--- config.mk ---
export PLATFORM = sky130hd
export DESIGN_NAME = bcd_seq_conv
export DESIGN_NICKNAME = d
export VERILOG_FILES = /design/src/rtl/bcd_seq_conv.sv
export SDC_FILE = /design/constraint.sdc
export NUM_CORES = 1
export LEC_CHECK = 0
export ABC_AREA = 1
export CORE_ASPECT_RATIO = 1.1
export CORE_MARGIN = 1.5
export CORE_UTILIZATION = 43
export DETAILED_ROUTE_END_ITERATION = 8
export PLACE_DENSITY = 0.78
export SYNTH_ARGS = -nofsm -noshare
export SYNTH_HDL_FRONTEND = slang
export SYNTH_SLANG_ARGS = --single-unit
--- constraint.sdc ---
create_clock -name sys_clk -period 1.6 [get_ports sys_clk]
set_clock_uncertainty 0.15 [all_clocks]
set_input_delay 0.32 -clock sys_clk [delete_from_list [all_inputs] [get_ports sys_clk]]
set_output_delay 0.32 -clock sys_clk [all_outputs]
set_load 0.01 [all_outputs]
--- src/rtl/bcd_seq_conv.sv ---
// Sequential binary-to-BCD converter (double dabble, one bit per clock) with a
// start/done handshake and a registered leading-zero blanking mask.
module bcd_seq_conv #(
    parameter int BIN_W  = 9,
    parameter int DIGITS = 5
) (
    input  logic                  sys_clk,
    input  logic                  sys_rst,
    input  logic                  start,
    input  logic [BIN_W-1:0]      bin_in,
    output logic                  busy,
    output logic                  done,
    output logic [4*DIGITS-1:0]   bcd_out,
    output logic [DIGITS-1:0]     blank
);

    localparam int BCD_W = 4 * DIGITS;
    localparam int SR_W  = BCD_W + BIN_W;
    localparam int CNT_W = $clog2(BIN_W + 1);

    function automatic logic [63:0] pow10(input int n);
        logic [63:0] p;
        p = 64'd1;
        for (int k = 0; k < n; k++) begin
            p = p * 64'd10;
        end
        return p;
    endfunction

    localparam logic [63:0] MAX_BIN   = (64'd1 << BIN_W) - 64'd1;
    localparam bit          PARAMS_OK = (BIN_W >= 4) && (BIN_W <= 16) && (DIGITS >= 1)
                                        && (pow10(DIGITS) > MAX_BIN);

    // The BCD field must hold the largest input, otherwise the top nibble overflows.
    generate
        if (!PARAMS_OK) begin : g_bad_params
            $error("bcd_seq_conv: illegal BIN_W/DIGITS combination");
        end
    endgenerate

    localparam logic [DIGITS-1:0] BLANK_RST = ~(DIGITS'(1));

    typedef enum logic [1:0] {
        S_IDLE  = 2'd0,
        S_SHIFT = 2'd1,
        S_DONE  = 2'd2
    } state_t;

    state_t             state_reg, state_next;
    logic [SR_W-1:0]    sr_reg;
    logic [SR_W-1:0]    sr_adj;
    logic [SR_W-1:0]    sr_shift;
    logic [CNT_W-1:0]   cnt_reg;
    logic [BCD_W-1:0]   bcd_new;
    logic [DIGITS-1:0]  blank_new;
    logic               accept;
    logic               last_shift;

    // Add-3 correction, each nibble independent (no inter-nibble carry).
    generate
        for (genvar gi = 0; gi < DIGITS; gi++) begin : g_adj
            localparam int LSB = BIN_W + 4 * gi;
            assign sr_adj[LSB +: 4] = (sr_reg[LSB +: 4] >= 4'd5) ? (sr_reg[LSB +: 4] + 4'd3)
                                                                 : sr_reg[LSB +: 4];
        end
    endgenerate
    assign sr_adj[BIN_W-1:0] = sr_reg[BIN_W-1:0];

    assign sr_shift = sr_adj << 1;
    assign bcd_new  = sr_shift[SR_W-1 -: BCD_W];

    assign blank_new[0] = 1'b0;
    generate
        for (genvar gi = 1; gi < DIGITS; gi++) begin : g_blank
            assign blank_new[gi] = (bcd_new[BCD_W-1:4*gi] == '0);
        end
    endgenerate

    assign accept     = start && ((state_reg == S_IDLE) || (state_reg == S_DONE));
    assign last_shift = (state_reg == S_SHIFT) && (cnt_reg == CNT_W'(1));

    always_ff @(posedge sys_clk) begin
        if (sys_rst) begin
            state_reg <= S_IDLE;
        end else begin
            state_reg <= state_next;
        end
    end

    always_comb begin
        state_next = state_reg;
        case (state_reg)
            S_IDLE:  if (start) state_next = S_SHIFT;
            S_SHIFT: if (cnt_reg == CNT_W'(1)) state_next = S_DONE;
            S_DONE:  state_next = start ? S_SHIFT : S_IDLE;
            default: state_next = S_IDLE;
        endcase
    end

    always_comb begin
        busy = (state_reg == S_SHIFT);
        done = (state_reg == S_DONE);
    end

    always_ff @(posedge sys_clk) begin
        if (sys_rst) begin
            sr_reg  <= '0;
            cnt_reg <= '0;
            bcd_out <= '0;
            blank   <= BLANK_RST;
        end else begin
            if (accept) begin
                sr_reg  <= {{BCD_W{1'b0}}, bin_in};
                cnt_reg <= CNT_W'(BIN_W);
            end else if (state_reg == S_SHIFT) begin
                sr_reg  <= sr_shift;
                cnt_reg <= cnt_reg - CNT_W'(1);
            end
            // Outputs update only with the final shift, so they stay stable between results.
            if (last_shift) begin
                bcd_out <= bcd_new;
                blank   <= blank_new;
            end
        end
    end

endmodule

Word-level counts from Yosys, hierarchy flattened:

Index checks and enable logic that the tools add are counted.
W data, S select, Z words.

* bits in registers: 59
* bits in latches: 0
* RAM bits: 0
* memory bits (read-only): 0
* output and inout bits: 27
* logic and storage cells: 47
* memories kept: 0

* add/subtract/negate cells: 6
* multiply operators: 0
* div/mod/pow operators: 0
* magnitude comparators: 5
* eq/ne operators: 5
* shifts and indexed selects: 0
* mux-type cells: 13
* bitwise gates (word level): 0
* reductions and logical operators: 11

Operators by type and width (count)
* $mux W4: 6
* $ge A4 B3 Y1 const B: 5
* $mux W9: 2
* $add A4 B2 Y4 const B: 4
* $logic_not A16 Y1: 1
* $logic_not A12 Y1: 1
* $logic_not A8 Y1: 1
* $pmux W2 S3: 1
* $eq A4 B1 Y1 const B: 1
* $logic_not A4 Y1: 1
* $mux W2: 2
* $sub A4 B1 Y4 const B: 1
* $add A3 B2 Y3 const B: 1
* $mux W3: 1
* $eq A2 B1 Y1 const B: 1
* $eq A2 B2 Y1 const B: 1
* $logic_and A1 B1 Y1: 2
* $logic_not A2 Y1: 1
* $ne A2 B1 Y1 const B: 1
* $ne A2 B2 Y1 const B: 1
* $reduce_and A2 Y1: 1
* $reduce_bool A2 Y1: 1
* $reduce_or A2 Y1: 1
* $logic_or A1 B1 Y1: 1
* $mux W1: 1

Longest topological paths before layout:

Gate-level depths: netlist of run 1.

* depth in word-level cells: 4
* depth in mapped cells: 12
* mapped depth without buffers: 12

Least setup slack after synthesis of run 1:

Ideal clock, no wire load.

* path type: register to register
* from: register sr_reg[9]
* to: register blank[1]
* setup time: 0.115 ns
* arrival: 1.321 ns
* data required time: 1.335 ns
* path slack: 0.014 ns
* cell stages (with the launch flop): 11
* clock period less this slack: 1.586 ns
* path through: dfxtp_1 -> inv_1 -> ha_1 -> inv_1 -> nor2_1 -> o21ai_1 -> o21ai_0 -> nand2_1 -> nor2_1 -> nand3_1 -> nand2_1

* cells in the longest elaborated chain, start to end: 3

RTL lines
* from (decl): RTL line 50 `logic [SR_W-1:0] sr_reg;`
* from (signal assigned): RTL line 113 `sr_reg <= {{BCD_W{1'b0}}, bin_in};`
* from (signal assigned): RTL line 116 `sr_reg <= sr_shift;`
* $add A4 B2 Y4 or $ge A4 B3 Y1 (tied branches): RTL line 63 `assign sr_adj[LSB +: 4] = (sr_reg[LSB +: 4] >= 4'd5) ? (sr_reg[LSB +: 4] + 4'd3)`
* $mux W4 *: RTL line 63
* $logic_not A16 Y1 *: RTL line 75 `assign blank_new[gi] = (bcd_new[BCD_W-1:4*gi] == '0);`
* to (signal assigned): RTL line 122 `blank <= blank_new;`
* to (decl): RTL line 14 `output logic [DIGITS-1:0] blank`

Every way passes the cells marked *; elsewhere a longest branch is shown, timed or not.
A chain may end at the register's enable or synchronous reset.

Worst setup path in the final report of run 1:

* from: register sr_reg[14]
* to: register blank[1]

Same word-level chain as after synthesis.

==> impl_results.html, run 1 <==
<table>
<tr><th>Metric</th><th>Value</th></tr>
<tr><th colspan="2">Outcome</th></tr>
<tr><td>Status</td><td>finished with violations</td></tr>
<tr><td>Violated checks</td><td>negative setup slack</td></tr>
<tr><th colspan="2">Clock network</th></tr>
<tr><td>H-tree Lvls</td><td>3</td></tr>
<tr><td>Root Buffer</td><td>clkbuf_8</td></tr>
<tr><td>Clock input transition at the sequential cells of the worst setup and hold paths</td><td>around 0.070 ns</td></tr>
<tr><td>Number of sinks on the clock net</td><td>59</td></tr>
<tr><td>Clock Tree Buf Depth</td><td>2</td></tr>
<tr><td>Skew-Pair Late Insertion Delay</td><td>0.34 ns</td></tr>
<tr><td>Number of CTS-inserted buffers</td><td>9</td></tr>
<tr><td>Clock tree from TritonCTS</td><td>yes</td></tr>
<tr><th colspan="2">Critical path</th></tr>
<tr><td>Element type at the critical path start</td><td>register</td></tr>
<tr><td>Cell with the largest stage delay on the worst path</td><td>dfxtp_2</td></tr>
<tr><td>Family with the most delay on the worst path</td><td>simple AND/OR/NAND/NOR gates</td></tr>
<tr><td>Dominant cell type by count on the critical path</td><td>nand2_2</td></tr>
<tr><td>Crit path cell chain</td><td>inv_2, ha_1, nand2_2, nand3_4, buf_4, nand2_2, nand2_2, nor2_4, nand3_2, nand2_1</td></tr>
<tr><td>Arrival time reported for the critical path endpoint</td><td>between 1.5 and 2 ns</td></tr>
<tr><td>Max stage delay on crit path</td><td>~0.34 ns</td></tr>
<tr><td>Classification of the worst setup path</td><td>reg -&gt; reg</td></tr>
<tr><td>R2r setup slk</td><td>-0.05 ns</td></tr>
<tr><td>Worst Setup End Kind</td><td>register</td></tr>
<tr><td>Worst EP required</td><td>about 1.7 ns</td></tr>
<tr><td>Largest fanout on the critical path</td><td>3</td></tr>
<tr><td>Total buffers and inverters traversed by the critical path</td><td>2</td></tr>
<tr><th colspan="2">Drt</th></tr>
<tr><td>Per-cell routed wire length</td><td>around 14 um</td></tr>
<tr><td>DRC errors left</td><td>0</td></tr>
<tr><td>Residual antenna-violating net count after detailed routing</td><td>0</td></tr>
<tr><td>Vias after detailed routing</td><td>2992</td></tr>
<tr><td>Count of TritonRoute iterations in the first routing pass</td><td>5</td></tr>
<tr><td>Via-to-Cell Ratio</td><td>~5.2</td></tr>
<tr><td>Drt initial violations</td><td>~180</td></tr>
<tr><td>Total wirelength of the detailed-routed design</td><td>around 8300 um</td></tr>
<tr><th colspan="2">Global route</th></tr>
<tr><td>Via count of the first global-routing pass</td><td>~2800</td></tr>
<tr><td>Global-route wire length before repair</td><td>around 12000 um</td></tr>
<tr><td>Pin count of the biggest net entering global routing</td><td>27</td></tr>
<tr><td>Total global-route track usage</td><td>0.225</td></tr>
<tr><td>Grt total ovfl</td><td>0</td></tr>
<tr><td>Antenna violations before repair</td><td>0</td></tr>
<tr><th colspan="2">STA</th></tr>
<tr><td>Final count of negative-setup-slack endpoints</td><td>2</td></tr>
<tr><td>Number of hold violations in the final report</td><td>0</td></tr>
<tr><td>Setup Total Neg Slack</td><td>-0.0832 ns</td></tr>
<tr><td>Fraction of the cycle the final worst path needs</td><td>1.03</td></tr>
<tr><td>RSZ-0062 raised after global routing</td><td>true</td></tr>
<tr><td>Time the final worst path needs with I/O delays and setup</td><td>~1.6 ns</td></tr>
<tr><td>Worst setup slack after layout</td><td>-0.0460 ns</td></tr>
<tr><td>Final number of max-transition violations</td><td>0</td></tr>
<tr><td>Highest attainable clock frequency</td><td>just over 600 MHz</td></tr>
<tr><th colspan="2">Floorplan</th></tr>
<tr><td>I/O pin total</td><td>39</td></tr>
<tr><td>Die outline width</td><td>79.9 um</td></tr>
<tr><td>DIE HEIGHT</td><td>~88 um</td></tr>
<tr><td>Number of rows created at floorplan</td><td>30</td></tr>
<tr><td>Floorplan die area</td><td>~7000 um^2</td></tr>
<tr><td>Core Region</td><td>between 6000 and 7000 um^2</td></tr>
<tr><td>Initial Util</td><td>0.449</td></tr>
<tr><th colspan="2">Yosys</th></tr>
<tr><td>Count of cell types in the netlist</td><td>27</td></tr>
<tr><td>Number of enable flip-flop cells after synthesis</td><td>0</td></tr>
<tr><td>Cells after synthesis</td><td>approximately 380</td></tr>
<tr><td>Dominant register cell in the synthesized netlist</td><td>dfxtp_1</td></tr>
<tr><td>Syn Area/Cell</td><td>between 7 and 8 um^2</td></tr>
<tr><td>Synth async-reset ratio</td><td>0</td></tr>
<tr><td>Area of the mapped netlist</td><td>~2800 um^2</td></tr>
<tr><td>Number of synthesis warnings</td><td>0</td></tr>
<tr><td>Synth Net Count</td><td>slightly above 400</td></tr>
<tr><td>Register bit total from synthesis</td><td>around 60</td></tr>
<tr><td>Sequential cell area fraction in the yosys report</td><td>0.422</td></tr>
<tr><th colspan="2">Place</th></tr>
<tr><td>Final HPWL from detailed placement</td><td>a little over 5000 um</td></tr>
<tr><td>Weighted congestion reported at the end of routability-driven placement</td><td>approximately 0.89</td></tr>
<tr><td>Port bufs</td><td>37</td></tr>
<tr><th colspan="2">Worst hold path</th></tr>
<tr><td>Path type of the worst min-delay path</td><td>reg -&gt; reg</td></tr>
<tr><th colspan="2">Power and ir drop</th></tr>
<tr><td>Max VDD drop</td><td>0.000564 V</td></tr>
<tr><td>Pwr Total</td><td>between 4000 and 5000 uW</td></tr>
<tr><td>Static leakage power</td><td>approximately 0.0021 uW</td></tr>
<tr><td>P per Cell Area</td><td>around 960 nW/um^2</td></tr>
<tr><th colspan="2">Finish</th></tr>
<tr><td>Number of flip-flops in the largest register</td><td>29</td></tr>
<tr><td>Number of nets in the layout</td><td>just over 500</td></tr>
<tr><td>Area growth from synthesis to layout</td><td>52.7%</td></tr>
<tr><td>Antenna Cells</td><td>0</td></tr>
<tr><td># fillers</td><td>between 400 and 500</td></tr>
<tr><td>Ratio of cells with drive above 1 in the final layout</td><td>0.374</td></tr>
<tr><th colspan="2">Job</th></tr>
<tr><td>Max-cap check violation count</td><td>0</td></tr>
</table>
==> cell usage after synthesis, types with 2 or more instances <==
| master | n | share of area |
|---|---|---|
| o21ai_0 | 43 | 0.077 |
| o211ai_1 | 6 | 0.016 |
| ha_1 | 12 | 0.054 |
| a21oi_1 | 28 | 0.050 |
| inv_2 | 3 | 0.0040 |
| nand3_1 | 24 | 0.043 |
| nand2_2 | 2 | 0.0045 |
| clkbuf_1 | 3 | 0.0040 |
| o21ai_1 | 11 | 0.020 |
| a221oi_1 | 3 | 0.0094 |
| buf_2 | 9 | 0.016 |
| nand4_1 | 6 | 0.013 |
| inv_1 | 61 | 0.082 |
| xor2_1 | 4 | 0.013 |
| a211oi_1 | 2 | 0.0054 |
| nand2_1 | 63 | 0.085 |
| nor2_1 | 32 | 0.043 |
| nor2_2 | 2 | 0.0045 |
| buf_4 | 2 | 0.0054 |
| nor2_8 | 2 | 0.014 |
| nor3_1 | 2 | 0.0036 |
| dfxtp_1 | 59 | 0.42 |
==> worst paths after layout <==
check | startpoint | endpoint | cells after the start
setup / recovery | sr_reg[14]$_SDFFE_PP0P_ | blank[1]$_SDFFE_PP1P_ | 10
hold / removal | bcd_out[14]$_SDFFE_PP0P_ | bcd_out[14]$_SDFFE_PP0P_ | 2
setup reg to reg | sr_reg[14]$_SDFFE_PP0P_ | blank[1]$_SDFFE_PP1P_ | 10
hold reg to reg | bcd_out[14]$_SDFFE_PP0P_ | bcd_out[14]$_SDFFE_PP0P_ | 2
==> placed cells by master, fill, tap and decap left out, types with 18 or more instances in the layout <==
master and count:
nand3_1 18, buf_4 64, nand2_1 35, dfxtp_1 47, nand2_2 24, o21ai_0 36
inv_2 18, a21oi_1 26, nor2_1 24, inv_1 44, dlygate4sd2_1 24
==> worst register-to-register path: stages (launching register included) <==
cell and delay, ns:
dfxtp_2 0.34, inv_2 0.05, ha_1 0.19, nand2_2 0.11, nand3_4 0.09, buf_4 0.15, nand2_2 0.09, nand2_2 0.10
nor2_4 0.18, nand3_2 0.09, nand2_1 0.06
==> routing by layer <==
metal	track usage	up-vias	wire, um
met5	0	-	0
met4	0.0940	0	212
met3	0.0667	20	518
met2	0.405	114	4320
met1	0.246	1408	3220
li1	-	1450	-
==> area by class of cell <==
| type | instances | area [um^2] | area share |
|---|---|---|---|
| clock buffer | 12 | 155 | 0.0363 |
| clock inverter | 4 | 72.6 | 0.0170 |
| inverter | 65 | 251 | 0.0589 |
| multi-input combinational | 246 | 1610 | 0.377 |
| sequential | 59 | 1200 | 0.281 |
| tap | 80 | 100 | 0.0234 |
| timing repair buffer | 106 | 885 | 0.207 |
==> power by group <==
part	internal, uW	switching [uW]
logic	409	506
clock network	960	601
registers	1560	62.6
==> per-stage QoR <==
stage                util  cell area, um^2  setup slack, ns  hold slack [ns]  std cells
finish              0.686             4270          -0.0460            0.317        572
global route        0.686             4270           -0.125            0.341        572
CTS                 0.639             3980          0.00238            0.321        563
detailed placement  0.583             3630           -0.175            0.310        542
global placement    0.583             3630           -0.128            0.302        542
floorplan               -             2800           0.0138            0.248        384
==> kinds of logic after synthesis <==
logic type	Yosys count	share of synthesized area
simple gates	135	0.217
compound gates	94	0.180
buf+inv	79	0.114
flops	59	0.422
fa+ha+maj	12	0.0537
xor+xnor	4	0.0125
other cells	1	0.00134
==> timing repair <==
item / CTS / global route
resized for setup: 66 / 83
pin swaps: 13 / 29
endpoints found under the hold margin: 0 / 0
setup buffers: 5 / 9
endpoints found under the setup margin: 39 / 20
hold buffers: 0 / 0
Power figures use the tool's default switching activity.
==> inputs of run 2 (changes only) <==
--- a/config.mk
+++ b/config.mk
@@ -6,11 +6,13 @@
 export NUM_CORES = 1
 export LEC_CHECK = 0
 export ABC_AREA = 1
+export CELL_PAD_IN_SITES_DETAIL_PLACEMENT = 1
+export CELL_PAD_IN_SITES_GLOBAL_PLACEMENT = 1
 export CORE_ASPECT_RATIO = 1.1
 export CORE_MARGIN = 1.5
-export CORE_UTILIZATION = 43
+export CORE_UTILIZATION = 35
 export DETAILED_ROUTE_END_ITERATION = 8
-export PLACE_DENSITY = 0.78
+export PLACE_DENSITY = 0.85
 export SYNTH_ARGS = -nofsm -noshare
 export SYNTH_HDL_FRONTEND = slang
 export SYNTH_SLANG_ARGS = --single-unit
==> impl_results.html, run 2 (same netlist as run 1, synthesis figures left out) <==
<table>
<tr><th>Metric</th><th>Value</th></tr>
<tr><th colspan="2">Clock network</th></tr>
<tr><td>H-tree Lvls</td><td>3 (unchanged)</td></tr>
<tr><td>Skew-Pair Late Insertion Delay</td><td>0.36 ns (was 0.34 ns)</td></tr>
<tr><td>Clock input transition at the sequential cells of the worst setup and hold paths</td><td>0.07 ns (about the same)</td></tr>
<tr><td>Clock tree from TritonCTS</td><td>yes (unchanged)</td></tr>
<tr><td>Number of CTS-inserted buffers</td><td>9 (unchanged)</td></tr>
<tr><td>Clock Tree Buf Depth</td><td>2 (unchanged)</td></tr>
<tr><td>Hold bufs inserted after CTS</td><td>0 (unchanged)</td></tr>
<tr><td>Number of sinks on the clock net</td><td>59 (unchanged)</td></tr>
<tr><td>Root Buffer</td><td>clkbuf_8 (unchanged)</td></tr>
<tr><th colspan="2">Global route</th></tr>
<tr><td>Antenna violations before repair</td><td>0 (unchanged)</td></tr>
<tr><td>Pin count of the biggest net entering global routing</td><td>27 (unchanged)</td></tr>
<tr><td>Grt total ovfl</td><td>0 (unchanged)</td></tr>
<tr><td>Total global-route track usage</td><td>0.273 (was 0.225)</td></tr>
<tr><td>Global-route wire length before repair</td><td>17600 um (was 12100 um)</td></tr>
<tr><td>Via count of the first global-routing pass</td><td>3527 (was 2769)</td></tr>
<tr><th colspan="2">Floorplan</th></tr>
<tr><td>I/O pin total</td><td>39 (unchanged)</td></tr>
<tr><td>Initial Util</td><td>0.357 (was 0.449)</td></tr>
<tr><td>Number of rows created at floorplan</td><td>34 (was 30)</td></tr>
<tr><td>DIE HEIGHT</td><td>96.8 um (was 87.6 um)</td></tr>
<tr><td>Die outline width</td><td>88.2 um (was 79.9 um)</td></tr>
<tr><td>Floorplan die area</td><td>8540 um^2 (was 7000 um^2)</td></tr>
<tr><td>Core Region</td><td>7830 um^2 (was 6230 um^2)</td></tr>
<tr><th colspan="2">Finish</th></tr>
<tr><td>Most used cells in the layout excluding fill and tap cells</td><td>buf_4 (69), dfxtp_1 (46), inv_1 (43) (was buf_4 (64), dfxtp_1 (47), inv_1 (44))</td></tr>
<tr><td>Number of nets in the layout</td><td>519 (was 511)</td></tr>
<tr><td>Number of flip-flops in the largest register</td><td>29 (unchanged)</td></tr>
<tr><td>Ratio of cells with drive above 1 in the final layout</td><td>0.400 (was 0.374)</td></tr>
<tr><td>Area growth from synthesis to layout</td><td>61.3% (was 52.7%)</td></tr>
<tr><td># fillers</td><td>961 (was 481)</td></tr>
<tr><td>Antenna Cells</td><td>0 (unchanged)</td></tr>
<tr><td>Most common library cell in the layout ignoring fill and taps</td><td>buf_4 (unchanged)</td></tr>
<tr><th colspan="2">STA</th></tr>
<tr><td>Final count of negative-setup-slack endpoints</td><td>10 (was 2)</td></tr>
<tr><td>Time the final worst path needs with I/O delays and setup</td><td>1.75 ns (was 1.65 ns)</td></tr>
<tr><td>Fraction of the cycle the final worst path needs</td><td>1.09 (was 1.03)</td></tr>
<tr><td>Highest attainable clock frequency</td><td>573 MHz (was 608 MHz)</td></tr>
<tr><td>RSZ-0062 raised after global routing</td><td>true (unchanged)</td></tr>
<tr><td>Worst setup slack after layout</td><td>-0.145 ns (was -0.0460 ns)</td></tr>
<tr><td>Number of hold violations in the final report</td><td>0 (unchanged)</td></tr>
<tr><td>Hold_ws</td><td>0.290 ns (was 0.317 ns)</td></tr>
<tr><td>Final number of max-transition violations</td><td>0 (unchanged)</td></tr>
<tr><th colspan="2">Drt</th></tr>
<tr><td>Residual antenna-violating net count after detailed routing</td><td>0 (unchanged)</td></tr>
<tr><td>Vias after detailed routing</td><td>3270 (was 2992)</td></tr>
<tr><td>Drt initial violations</td><td>258 (was 176)</td></tr>
<tr><td>Total wirelength of the detailed-routed design</td><td>13200 um (was 8280 um)</td></tr>
<tr><td>Per-cell routed wire length</td><td>21.7 um (was 14.5 um)</td></tr>
<tr><td>Via-to-Cell Ratio</td><td>5.38 (was 5.23)</td></tr>
<tr><td>Count of TritonRoute iterations in the first routing pass</td><td>5 (unchanged)</td></tr>
<tr><td>DRC errors left</td><td>0 (unchanged)</td></tr>
<tr><th colspan="2">Outcome</th></tr>
<tr><td>Status</td><td>finished with violations (unchanged)</td></tr>
<tr><td>Violated checks</td><td>negative setup slack (unchanged)</td></tr>
<tr><th colspan="2">Power and ir drop</th></tr>
<tr><td>P per Cell Area</td><td>948 nW/um^2 (was 959 nW/um^2)</td></tr>
<tr><td>Comb pwr share</td><td>0.267 (was 0.223)</td></tr>
<tr><td>Sequential Power Share</td><td>0.384 (was 0.396)</td></tr>
<tr><td>Static leakage power</td><td>0.00221 uW (was 0.00214 uW)</td></tr>
<tr><td>Internal power consumption</td><td>2890 uW (was 2930 uW)</td></tr>
<tr><td>Pwr Total</td><td>4280 uW (was 4100 uW)</td></tr>
<tr><td>Fraction of power spent switching nets</td><td>0.326 (was 0.285)</td></tr>
<tr><td>Clock network fraction of design power</td><td>0.349 (was 0.381)</td></tr>
<tr><td>Max VDD drop</td><td>0.000452 V (was 0.000564 V)</td></tr>
<tr><td>Net switching component of the power</td><td>1390 uW (was 1170 uW)</td></tr>
<tr><th colspan="2">Place</th></tr>
<tr><td>Final HPWL from detailed placement</td><td>6310 um (was 5110 um)</td></tr>
<tr><td>Port bufs</td><td>37 (unchanged)</td></tr>
<tr><td>Weighted congestion reported at the end of routability-driven placement</td><td>0.823 (was 0.892)</td></tr>
<tr><td>Post-placement worst setup slack</td><td>-0.299 ns (was -0.175 ns)</td></tr>
<tr><th colspan="2">Job</th></tr>
<tr><td>Max-cap check violation count</td><td>0 (unchanged)</td></tr>
<tr><th colspan="2">Critical path</th></tr>
<tr><td>Critical R2R Launch</td><td>sr_reg[13]$_SDFFE_PP0P_ (was sr_reg[14]$_SDFFE_PP0P_)</td></tr>
<tr><td>Classification of the worst setup path</td><td>reg -&gt; reg (unchanged)</td></tr>
<tr><td>Max stage delay on crit path</td><td>0.37 ns (was 0.34 ns)</td></tr>
<tr><td>Family with the most delay on the worst path</td><td>simple AND/OR/NAND/NOR gates (unchanged)</td></tr>
<tr><td>Worst EP required</td><td>1.75 ns (was 1.74 ns)</td></tr>
<tr><td>CP Capture Point</td><td>blank[1]$_SDFFE_PP1P_ (unchanged)</td></tr>
<tr><td>Cell with the largest stage delay on the worst path</td><td>dfxtp_4 (was dfxtp_2)</td></tr>
<tr><td>Number of cells traversed by the worst register-to-register path</td><td>10 (unchanged)</td></tr>
<tr><td>Critical path depth in cells</td><td>10 (unchanged)</td></tr>
<tr><td>R2r setup slk</td><td>-0.15 ns (was -0.05 ns)</td></tr>
<tr><td>Arrival time reported for the critical path endpoint</td><td>1.89 ns (was 1.79 ns)</td></tr>
<tr><td>Total buffers and inverters traversed by the critical path</td><td>2 (unchanged)</td></tr>
<tr><td>Worst setup path start</td><td>sr_reg[13]$_SDFFE_PP0P_ (was sr_reg[14]$_SDFFE_PP0P_)</td></tr>
<tr><td>Crit path cell chain</td><td>inv_4, ha_4, inv_4, nand2_4, nand3_4, xor2_4, nand2_1, nor2_2, nand3_2, nand2_1 (was inv_2, ha_1, nand2_2, nand3_4, buf_4, nand2_2, nand2_2, nor2_4, nand3_2, nand2_1)</td></tr>
<tr><td>Reg2Reg Capture Point</td><td>blank[1]$_SDFFE_PP1P_ (unchanged)</td></tr>
<tr><td>Element type at the critical path start</td><td>register (unchanged)</td></tr>
<tr><td>Worst Setup End Kind</td><td>register (unchanged)</td></tr>
<tr><td>Largest fanout on the critical path</td><td>3 (unchanged)</td></tr>
<tr><th colspan="2">Worst hold path</th></tr>
<tr><td>Start point of the worst hold path</td><td>sys_rst (was bcd_out[14]$_SDFFE_PP0P_)</td></tr>
<tr><td>Path type of the worst min-delay path</td><td>in -&gt; reg (was reg -&gt; reg)</td></tr>
<tr><td>Worst Hold Path Cells</td><td>2 (unchanged)</td></tr>
</table>
## run 2: per-layer routing
| layer | up-vias | GRT usage | routed length, um | share of wire |
|---|---|---|---|---|
| met4 | 0 | 0.142 | 564 | 0.043 |
| met5 | - | 0 | 0 | 0 |
| met3 | 48 | 0.0648 | 649 | 0.049 |
| met2 | 144 | 0.484 | 6880 | 0.52 |
| li1 | 1460 | - | - | - |
| met1 | 1618 | 0.292 | 5110 | 0.39 |
## run 2: layout make-up
cell class                 count  area, um^2  share of cell area
timing repair buffer         114         981               0.217
inverter                      65         267              0.0591
clock inverter                 4        47.5              0.0105
tap                          108         135              0.0300
multi-input combinational    246        1710               0.380
clock buffer                  12         165              0.0366
sequential                    59        1200               0.266
## run 2: power by group through the flow
stage | combinational, uW | sequential (uW) | clock [uW]
4_1_cts | 888 | 1620 | 1490
3_3_place_gp | 722 | 1640 | 0
3_5_place_dp | 755 | 1640 | 0
2_1_floorplan | 389 | 1640 | 0
5_1_grt | 1200 | 1650 | 1580
6_report | 1140 | 1640 | 1490
## run 2: worst register-to-register path: cells and delay by family, from the launching register on
kind,cells,cell delay (ns)
simple gates,6,0.64
flops,1,0.37
xor+xnor,1,0.26
fa+ha+maj,1,0.15
buf+inv,2,0.11
## run 2: timing repair
item,CTS,global route
endpoints found under the hold margin,0,0
pin swaps,23,25
resized for setup,110,73
cloned,0,1
endpoints found under the setup margin,47,49
buffers inserted,10,10
## run 2: stage by stage
stage               std cells  area (um^2)  TNS, ns   util
finish                    608         4510   -0.616  0.576
global route              608         4510    -1.61  0.576
detailed placement        572         3680   -10.98  0.471
floorplan                 384         2800        0      -
CTS                       598         4180  -0.0120  0.534
global placement          572         3680    -7.15  0.471
## run 2: worst min path at each step
| stage | end | slack [ns] |
|---|---|---|
| 2_1_floorplan | sr_reg[0]$_SDFFE_PP0P_ | 0.25 |
| 3_3_place_gp | blank[4]$_SDFFE_PP1P_ | 0.30 |
| 3_5_place_dp | sr_reg[7]$_SDFFE_PP0P_ | 0.32 |
| 4_1_cts | sr_reg[7]$_SDFFE_PP0P_ | 0.33 |
| 5_1_grt | sr_reg[6]$_SDFFE_PP0P_ | 0.30 |
| 6_report | state_reg[0]$_SDFFE_PP0P_ | 0.29 |
==> inputs of run 3 (changes only) <==
--- a/config.mk
+++ b/config.mk
@@ -10,9 +10,9 @@
 export CELL_PAD_IN_SITES_GLOBAL_PLACEMENT = 1
 export CORE_ASPECT_RATIO = 1.1
 export CORE_MARGIN = 1.5
-export CORE_UTILIZATION = 35
+export CORE_UTILIZATION = 29
 export DETAILED_ROUTE_END_ITERATION = 8
-export PLACE_DENSITY = 0.85
+export PLACE_DENSITY = 0.74
 export SYNTH_ARGS = -nofsm -noshare
 export SYNTH_HDL_FRONTEND = slang
 export SYNTH_SLANG_ARGS = --single-unit
==> impl_results.html, run 3 (same netlist as run 1, synthesis figures left out) <==
<table>
<tr><th>Metric</th><th>Value</th></tr>
<tr><th colspan="2">Floorplan</th></tr>
<tr><td>Core Region</td><td>9350 um^2 (was 7830 um^2)</td></tr>
<tr><td>Floorplan die area</td><td>10200 um^2 (was 8540 um^2)</td></tr>
<tr><td>Number of rows created at floorplan</td><td>37 (was 34)</td></tr>
<tr><td>DIE HEIGHT</td><td>106 um (was 96.8 um)</td></tr>
<tr><td>Die outline width</td><td>96.7 um (was 88.2 um)</td></tr>
<tr><td>I/O pin total</td><td>39 (unchanged)</td></tr>
<tr><td>Initial Util</td><td>0.299 (was 0.357)</td></tr>
<tr><th colspan="2">Critical path</th></tr>
<tr><td>Classification of the worst setup path</td><td>reg -&gt; reg (unchanged)</td></tr>
<tr><td>Element type at the critical path start</td><td>register (unchanged)</td></tr>
<tr><td>Arrival time reported for the critical path endpoint</td><td>1.81 ns (was 1.89 ns)</td></tr>
<tr><td>Worst Setup End Kind</td><td>register (unchanged)</td></tr>
<tr><td>Cell with the largest stage delay on the worst path</td><td>dfxtp_1 (was dfxtp_4)</td></tr>
<tr><td>Dominant cell type by count on the critical path</td><td>nand2_2</td></tr>
<tr><td>Worst EP required</td><td>1.74 ns (was 1.75 ns)</td></tr>
<tr><td>Crit path cell chain</td><td>inv_1, o21ai_0, nand2_1, nor2_2, nand2_2, nor2_4, nand3_2, nand2_2 (was inv_4, ha_4, inv_4, nand2_4, nand3_4, xor2_4, nand2_1, nor2_2, nand3_2, nand2_1)</td></tr>
<tr><td>Largest fanout on the critical path</td><td>4 (was 3)</td></tr>
<tr><td>Max stage delay on crit path</td><td>0.48 ns (was 0.37 ns)</td></tr>
<tr><th colspan="2">Clock network</th></tr>
<tr><td>Clock Tree Buf Depth</td><td>2 (unchanged)</td></tr>
<tr><td>H-tree Lvls</td><td>3 (unchanged)</td></tr>
<tr><td>Clock input transition at the sequential cells of the worst setup and hold paths</td><td>0.07 ns (about the same)</td></tr>
<tr><td>Clock tree from TritonCTS</td><td>yes (unchanged)</td></tr>
<tr><td>Hold bufs inserted after CTS</td><td>0 (unchanged)</td></tr>
<tr><td>Number of CTS-inserted buffers</td><td>9 (unchanged)</td></tr>
<tr><td>Root Buffer</td><td>clkbuf_8 (unchanged)</td></tr>
<tr><td>Skew-Pair Late Insertion Delay</td><td>0.34 ns (was 0.36 ns)</td></tr>
<tr><td>Number of sinks on the clock net</td><td>59 (unchanged)</td></tr>
<tr><th colspan="2">Outcome</th></tr>
<tr><td>Status</td><td>finished with violations (unchanged)</td></tr>
<tr><td>Violated checks</td><td>negative setup slack (unchanged)</td></tr>
<tr><th colspan="2">Drt</th></tr>
<tr><td>Total wirelength of the detailed-routed design</td><td>10300 um (was 13200 um)</td></tr>
<tr><td>Per-cell routed wire length</td><td>16.7 um (was 21.7 um)</td></tr>
<tr><td>Count of TritonRoute iterations in the first routing pass</td><td>4 (was 5)</td></tr>
<tr><td>Drt initial violations</td><td>62 (was 258)</td></tr>
<tr><td>Residual antenna-violating net count after detailed routing</td><td>0 (unchanged)</td></tr>
<tr><td>Vias after detailed routing</td><td>2980 (was 3270)</td></tr>
<tr><td>DRC errors left</td><td>0 (unchanged)</td></tr>
<tr><td>Via-to-Cell Ratio</td><td>4.84 (was 5.38)</td></tr>
<tr><th colspan="2">Power and ir drop</th></tr>
<tr><td>Clock network fraction of design power</td><td>0.395 (was 0.349)</td></tr>
<tr><td>Internal power consumption</td><td>3070 uW (was 2890 uW)</td></tr>
<tr><td>Pwr Total</td><td>4300 uW (was 4280 uW)</td></tr>
<tr><td>P per Cell Area</td><td>964 nW/um^2 (was 948 nW/um^2)</td></tr>
<tr><td>Max VDD drop</td><td>0.000359 V (was 0.000452 V)</td></tr>
<tr><td>Net switching component of the power</td><td>1230 uW (was 1390 uW)</td></tr>
<tr><td>Static leakage power</td><td>0.00221 uW (about the same)</td></tr>
<tr><td>Fraction of power spent switching nets</td><td>0.287 (was 0.326)</td></tr>
<tr><td>Sequential Power Share</td><td>0.378 (was 0.384)</td></tr>
<tr><td>Comb pwr share</td><td>0.227 (was 0.267)</td></tr>
<tr><th colspan="2">Job</th></tr>
<tr><td>Max-cap check violation count</td><td>0 (unchanged)</td></tr>
<tr><th colspan="2">Finish</th></tr>
<tr><td>Number of nets in the layout</td><td>518 (was 519)</td></tr>
<tr><td>Final Core Density</td><td>0.477 (was 0.576)</td></tr>
<tr><td>Most used cells in the layout excluding fill and tap cells</td><td>buf_4 (66), dfxtp_1 (47), nand2_1 (43) (was buf_4 (69), dfxtp_1 (46), inv_1 (43))</td></tr>
<tr><td>Post-route non-filler standard cell count</td><td>616 (was 608)</td></tr>
<tr><td>Antenna Cells</td><td>0 (unchanged)</td></tr>
<tr><td>Final standard cell area without fillers</td><td>4460 um^2 (was 4510 um^2)</td></tr>
<tr><td>Area of combinational cells with multiple inputs</td><td>1630 um^2 (was 1710 um^2)</td></tr>
<tr><td>Sequential cell area</td><td>1200 um^2 (about the same)</td></tr>
<tr><td>Ratio of cells with drive above 1 in the final layout</td><td>0.373 (was 0.400)</td></tr>
<tr><td>Area growth from synthesis to layout</td><td>59.5% (was 61.3%)</td></tr>
<tr><td>Number of flip-flops in the largest register</td><td>29 (unchanged)</td></tr>
<tr><td>Most common library cell in the layout ignoring fill and taps</td><td>buf_4 (unchanged)</td></tr>
<tr><td># fillers</td><td>1133 (was 961)</td></tr>
<tr><th colspan="2">Global route</th></tr>
<tr><td>Pin count of the biggest net entering global routing</td><td>24 (was 27)</td></tr>
<tr><td>Global-route wire length before repair</td><td>15400 um (was 17600 um)</td></tr>
<tr><td>Grt total ovfl</td><td>0 (unchanged)</td></tr>
<tr><td>Antenna violations before repair</td><td>0 (unchanged)</td></tr>
<tr><td>Total global-route track usage</td><td>0.190 (was 0.273)</td></tr>
<tr><td>Via count of the first global-routing pass</td><td>3121 (was 3527)</td></tr>
<tr><th colspan="2">Place</th></tr>
<tr><td>Port bufs</td><td>37 (unchanged)</td></tr>
<tr><td>Final HPWL from detailed placement</td><td>6240 um (was 6310 um)</td></tr>
<tr><td>Weighted congestion reported at the end of routability-driven placement</td><td>0.818 (was 0.823)</td></tr>
<tr><td>Inst Count DP</td><td>583 (was 572)</td></tr>
<tr><td>Cell area reported after detailed placement</td><td>3740 um^2 (was 3680 um^2)</td></tr>
<tr><th colspan="2">STA</th></tr>
<tr><td>Hold_ws</td><td>0.323 ns (was 0.290 ns)</td></tr>
<tr><td>Final count of negative-setup-slack endpoints</td><td>4 (was 10)</td></tr>
<tr><td>Fraction of the cycle the final worst path needs</td><td>1.04 (was 1.09)</td></tr>
<tr><td>Final number of max-transition violations</td><td>0 (unchanged)</td></tr>
<tr><td>RSZ-0062 raised after global routing</td><td>true (unchanged)</td></tr>
<tr><td>Worst setup slack after layout</td><td>-0.0716 ns (was -0.145 ns)</td></tr>
<tr><td>Highest attainable clock frequency</td><td>598 MHz (was 573 MHz)</td></tr>
<tr><td>Time the final worst path needs with I/O delays and setup</td><td>1.67 ns (was 1.75 ns)</td></tr>
<tr><td>Number of hold violations in the final report</td><td>0 (unchanged)</td></tr>
<tr><th colspan="2">Worst hold path</th></tr>
<tr><td>Path type of the worst min-delay path</td><td>reg -&gt; reg (was in -&gt; reg)</td></tr>
</table>
==> run 3: cell count changes in the layout (fill, tap and decap cells not counted), sizes merged <==
cell,delta
clkbuf,-3
clkdlybuf4s15,+1
bufinv,+2
clkinvlp,-1
dlymetal6s2s,-1
clkdlybuf4s50,+1
==> run 3: worst paths after layout <==
check	depth (start not counted)	to	start	slack [ns]
worst max-delay path	8	blank[1]$_SDFFE_PP1P_	sr_reg[19]$_SDFFE_PP0P_	-0.07
worst min-delay path	2	bcd_out[16]$_SDFFE_PP0P_	bcd_out[16]$_SDFFE_PP0P_	0.32
worst max register to register	8	blank[1]$_SDFFE_PP1P_	sr_reg[19]$_SDFFE_PP0P_	-0.07
worst min register to register	2	bcd_out[16]$_SDFFE_PP0P_	bcd_out[16]$_SDFFE_PP0P_	0.32
==> run 3: final cells by class <==
class,count,area share
clock buffer,11,0.0317
tap,117,0.0328
multi-input combinational,246,0.365
sequential,59,0.270
timing repair buffer,113,0.220
inverter,65,0.0592
clock inverter,5,0.0224
==> run 3: timing repair <==
action                                  4_1_cts  5_1_grt
hold endpoints to repair                      0        0
buffers inserted                             14        4
pin swaps                                    17       28
resized for setup                            86       76
endpoints found under the setup margin       41       22
==> run 3: power by group through the flow <==
stage	combinational [uW]	sequential (uW)	clock [uW]
after floorplan	389	1640	0
after global routing	1060	1640	1800
after global placement	738	1640	0
final	975	1630	1700
after CTS	844	1620	1720
after detailed placement	766	1640	0
==> run 3: worst max-delay path, delay by kind of cell (launching register included) <==
family | cells | cell delay [ns]
flip-flops | 1 | 0.48
buffers and inverters | 1 | 0.16
AO/OA/AOI/OAI | 1 | 0.22
AND/OR/NAND/NOR | 6 | 0.61
==> run 3: per-stage QoR <==
stage | worst slack (ns) | setup TNS [ns]
after floorplan | 0.0138 | 0
after global placement | -0.124 | -3.82
after detailed placement | -0.261 | -5.72
after CTS | -0.0444 | -0.0505
after global routing | -0.156 | -0.807
final | -0.0716 | -0.181
==> run 3: layer usage <==
| metal | track usage | vias up | share of wire |
|---|---|---|---|
| li1 | - | 1456 | - |
| met1 | 0.205 | 1432 | 0.39 |
| met2 | 0.354 | 67 | 0.54 |
| met3 | 0.0427 | 25 | 0.039 |
| met4 | 0.0849 | 0 | 0.034 |
| met5 | 0 | - | 0 |
